<file path="config.mk">
export PLATFORM = sky130hd
export DESIGN_NAME = div8_seq
export DESIGN_NICKNAME = d
export VERILOG_FILES = /design/src/rtl/div8_seq.sv
export SDC_FILE = /design/constraint.sdc
export NUM_CORES = 1
export LEC_CHECK = 0
export ABC_AREA = 1
export CAP_MARGIN = 20
export CORE_MARGIN = 3
export CORE_UTILIZATION = 50
export CTS_CLUSTER_SIZE = 40
export DETAILED_ROUTE_END_ITERATION = 10
export PLACE_DENSITY = 0.8
export SYNTH_ARGS = -nofsm -noshare
export SYNTH_HDL_FRONTEND = slang
export SYNTH_SLANG_ARGS = --single-unit
</file>
<file path="constraint.sdc">
create_clock -name clk -period 3 [get_ports clk]
set_input_delay 0.45 -clock clk [delete_from_list [all_inputs] [get_ports clk]]
set_output_delay 0.45 -clock clk [all_outputs]
set_load 0.02 [all_outputs]
</file>
<file path="src/rtl/div8_seq.sv">
`default_nettype none
// +--------------------------------------------------------------------------+
// | Module      : div8_seq                                                   |
// | Description : Sequential unsigned restoring divider. A start request     |
// |               latches a (dividend) and b (divisor), runs WIDTH           |
// |               shift-subtract iterations and presents a registered        |
// |               quotient q and remainder r. b == 0 completes immediately   |
// |               with q = all-ones, r = a and dbz set.                      |
// |               Build option DIV8_SEQ_START_EDGE_EN: start is edge-        |
// |               detected (one division per press) instead of level-        |
// |               sensitive.                                                 |
// | Revision    : 1.0 - initial release                                      |
// +--------------------------------------------------------------------------+
module div8_seq #(
    parameter int WIDTH = 8
) (
    input  logic             clk,
    input  logic             rst,
    input  logic             start,
    input  logic [WIDTH-1:0] a,
    input  logic [WIDTH-1:0] b,
    output logic [WIDTH-1:0] q,
    output logic [WIDTH-1:0] r,
    output logic             busy,
    output logic             done,
    output logic             dbz
);

    localparam int CNT_W = (WIDTH > 1) ? $clog2(WIDTH) : 1;
    localparam logic [CNT_W-1:0] c_LAST_ITER = CNT_W'(WIDTH - 1);

    typedef enum logic [1:0] {
        S_IDLE = 2'd0,
        S_CALC = 2'd1,
        S_DONE = 2'd2
    } state_t;

    state_t             r_state;
    logic [WIDTH-1:0]   r_dq;
    logic [WIDTH-1:0]   r_dv;
    logic [WIDTH:0]     r_pr;
    logic [CNT_W-1:0]   r_cnt;

    logic               w_go;
    logic [WIDTH:0]     w_t;
    logic [WIDTH:0]     w_diff;
    logic               w_ge;
    logic [WIDTH:0]     w_pr_next;
    logic [WIDTH-1:0]   w_dq_next;

    // The partial remainder always stays below the divisor, so its top bit
    // is structurally zero and never consulted.
    logic               w_unused_pr_msb;
    assign w_unused_pr_msb = r_pr[WIDTH];

    // One restoring step: shift in the next dividend bit, subtract if it fits
    assign w_t       = {r_pr[WIDTH-1:0], r_dq[WIDTH-1]};
    assign w_diff    = w_t - {1'b0, r_dv};
    assign w_ge      = (w_t >= {1'b0, r_dv});
    assign w_pr_next = w_ge ? w_diff : w_t;
    assign w_dq_next = {r_dq[WIDTH-2:0], w_ge};

`ifdef DIV8_SEQ_START_EDGE_EN
    logic r_start_d;

    // Delayed copy of start so a held button launches only one division
    always_ff @(posedge clk or posedge rst) begin
        if (rst) begin
            r_start_d <= 1'b0;
        end else begin
            r_start_d <= start;
        end
    end

    assign w_go = start & ~r_start_d & (r_state != S_CALC);
`else
    assign w_go = start & (r_state != S_CALC);
`endif

    // Control FSM, datapath registers and registered result/status outputs
    always_ff @(posedge clk or posedge rst) begin
        if (rst) begin
            r_state <= S_IDLE;
            r_dq    <= '0;
            r_dv    <= '0;
            r_pr    <= '0;
            r_cnt   <= '0;
            q       <= '0;
            r       <= '0;
            busy    <= 1'b0;
            done    <= 1'b0;
            dbz     <= 1'b0;
        end else begin
            case (r_state)
                S_IDLE, S_DONE: begin
                    if (w_go) begin
                        if (b == '0) begin
                            // Divide-by-zero resolves on the accepting edge
                            q       <= '1;
                            r       <= a;
                            dbz     <= 1'b1;
                            done    <= 1'b1;
                            r_state <= S_DONE;
                        end else begin
                            r_dq    <= a;
                            r_dv    <= b;
                            r_pr    <= '0;
                            r_cnt   <= '0;
                            done    <= 1'b0;
                            dbz     <= 1'b0;
                            busy    <= 1'b1;
                            r_state <= S_CALC;
                        end
                    end
                end
                S_CALC: begin
                    r_dq  <= w_dq_next;
                    r_pr  <= w_pr_next;
                    r_cnt <= r_cnt + 1'b1;
                    if (r_cnt == c_LAST_ITER) begin
                        q       <= w_dq_next;
                        r       <= w_pr_next[WIDTH-1:0];
                        done    <= 1'b1;
                        busy    <= 1'b0;
                        r_state <= S_DONE;
                    end
                end
                default: begin
                    busy    <= 1'b0;
                    r_state <= S_IDLE;
                end
            endcase
        end
    end

endmodule
`default_nettype wire

</file>
==> run_results.csv <==
group,metric,value,unit
die,die_x,79.2,um
die,core-area,0.00514,sq mm
logic_synthesis,ys_types,26,
setup_path,r2r-end,"r[7]",
logic_synthesis,synth_common_cells,"nand2_1 (85), inv_1 (62), dfrtp_1 (48)",
clock_tree,insertion_delay,0.30,ns
placement,port_buffers,37,
finish,finalNetCount,417,
clock_tree,root_buffer,"clkbuf_8",
logic_synthesis,async_flop_share,1.00,
timing,fin_setup_tns,0,ns
power,vdd_drop_max,0.672,mV
placement,dp_hpwl,4570,um
clock_tree,postCtsSetupRepairBufs,0,
clock_tree,cts.path.max_buffers,2,
drt,wirelength,5960,um
finish,drive_gt1_frac,0.0567,
power,power_density,1240,mW/mm^2
timing,setup_viol,0,
drt,drc,0,
timing,whs,0.398,ns
clock_tree,cts-resized-gates,0,
logic_synthesis,synth_seq_area_share,0.448,
grt,grt_max_degree,29,
grt,first_global_vias,2278,
setup_path,rr_worst_depth,10,
grt,grt.total_usage,0.207,
setup_path,reg2reg_slack,0.58,ns
power,p_leak,1.66,nW
logic_synthesis,syn_avg_cell_area,7.66,sq um
die,start_util,0.522,
die,die_h,79.2,um
logic_synthesis,ys_warn_count,0,
logic_synthesis,yosysTopAreaCell,"dfrtp_1",
timing,tightest_slew,0.525,ns
setup_path,arrival,2.62,ns
logic_synthesis,synth_edf_count,0,
grt,use_met3,0.0385,
clock_tree,cts.sinks,48,
placement,gp_congestion,0.944,
clock_tree,tritoncts,"yes",
logic_synthesis,yosysMostFrequentCell,"nand2_1",
setup_path,crit_path_end_kind,"flop",
setup_path,cp_max_fo,28,
logic_synthesis,netlist_instances,350,
drt,initialDrtViolationCount,177,
timing,slew-limit-headroom,0.649,
logic_synthesis,synth_area_leaders,"dfrtp_1 (45%), nand2_1 (12%), inv_1 (8.7%), nand3_1 (6.0%), o21ai_0 (4.9%)",
grt,top_usage_layer,"met2",
drt,via_per_inst,5.10,
setup_path,start_kind,"flop",
min_path,min_path_type,"input pin to async pin",
finish,n_antenna_cell,0,
grt,antenna_found_initial,0,
timing,fmax,414,MHz
die,die-area,0.00628,sq mm
clock_tree,cts-htree-levels,2,
timing,rsz0062_at_grt,"false",
grt,grtUsageMet1,0.292,
logic_synthesis,synth_largest_type_area_fraction,0.448,
timing,finClkSkew,0.00933,ns
finish,n_fill_cell,472,
die,num_rows,26,
setup_path,cp.required,3.20,ns
grt,grt_util_met2,0.330,
placement,pre_cts_ws,0.553,ns
timing,slew_viol_final,0,
logic_synthesis,ys_seq_elements,48,
drt,ant_nets,0,
clock_tree,numCtsBuffers,5,
timing,hold_viol_final,0,
job,drv_cap,0,
timing,period_minus_slack,2.42,ns
drt,drtPass1Iterations,4,
logic_synthesis,synth_area,0.00268,sq mm
setup_path,rr_startpoint,"r_state[0]",
drt,vias,2334,
logic_synthesis,ys.flop_type,"dfrtp_1",
finish,area_growth,18.8,%
logic_synthesis,synth_nets,380,
clock_tree,cts_hold_buf,0,
grt,grt_first_pass_wirelength,10300,um
grt,overflow,0,
setup_path,path_class,"flop to flop",
finish,post-route-util,0.620,
drt,wire_per_inst,13.0,um
timing,worst_slack,0.583,ns
timing,fin_crit_sh,0.806,
outcome,status,"complete, no violations",
die,pin_count,38,
clock_tree,clk_pin_slew_worst_paths,0.09,ns
==> area by class of cell <==
| cell class | count | area (sq um) | share of cell area |
|---|---|---|---|
| well taps | 70 | 87.6 | 0.0275 |
| repair buffers | 41 | 400 | 0.126 |
| multi-input cells | 226 | 1160 | 0.363 |
| inverters | 65 | 245 | 0.0770 |
| flip-flops and latches | 48 | 1200 | 0.377 |
| clock inverters | 1 | 7.51 | 0.00236 |
| clock buffers | 7 | 86.3 | 0.0271 |
==> cell usage in the layout (no fill, tap or decap), types with 3 or more instances in the layout <==
master           Yosys  routed
nor2_1              29      29
or2_1                5       5
clkbuf_8             0       6
o21ai_0             26      26
ha_1                10      10
clkdlybuf4s50_1      0      37
inv_1               62      61
buf_4                1       4
nand2_1             85      85
inv_2                2       3
a31oi_1              7       7
nand3_1             32      32
a21oi_1              6       6
or2_2                3       3
dfrtp_1             48      48
nand4_1             13      13
==> flip-flops by register name, indices dropped and copies added, names as in the netlist <==
name and flops:
dbz 1, r_pr 8, r 8, r_cnt 3, r_state 2, busy 1, r_dv 8, r_dq 8
done 1, q 8
==> routing by layer <==
| layer | vias to the layer above | part of all wire |
|---|---|---|
| met5 | - | 0 |
| met4 | 0 | 0.011 |
| met3 | 8 | 0.045 |
| met2 | 72 | 0.48 |
| met1 | 1080 | 0.46 |
| li1 | 1174 | - |
==> worst max-delay path, cell delays in order, from the launching register on <==
cell and delay, ns:
dfrtp_1 0.43, inv_2 0.10, nor2_8 0.33, inv_2 0.24, nand3_2 0.13, o21ai_2 0.07, o21ai_2 0.20, clkinv_2 0.36
or2_2 0.36, nand2_1 0.07, inv_1 0.03
==> cells by family (layout without fill, tap and decap cells) <==
kind of cell    after synthesis  count (layout)  synth area share
fa+ha+maj                    11              11            0.0541
xor+xnor                      3               3           0.00980
compound gates               42              42            0.0854
simple gates                170             170             0.282
buf+inv                      76             114             0.120
flops                        48              48             0.448
==> stage by stage <==
step                      cell area (sq um)  cells  power [mW]
after global routing                   3190    458        4.34
after floorplan                        2680    350        2.89
after CTS                              3190    458        3.95
final                                  3190    458        3.95
after global placement                 3090    450        3.47
after detailed placement               3090    450        3.54
==> worst max path at each step <==
stage,cells after the start,from,end,slack (ns)
3_3_place_gp,9,b[6],r[5],0.61
6_report,10,r_state[0],r[7],0.58
5_1_grt,10,r_state[0],r[4],0.33
2_1_floorplan,11,r_pr[2],r[7],1.29
3_5_place_dp,9,b[5],r[7],0.55
4_1_cts,10,r_state[0],r[7],0.59
==> power by group <==
group | switching [mW] | internal (mW)
Combinational | 1.51 | 0.896
Sequential | 0.188 | 0.961
Clock | 0.212 | 0.188
No activity file was read; power rests on OpenSTA's default activity.
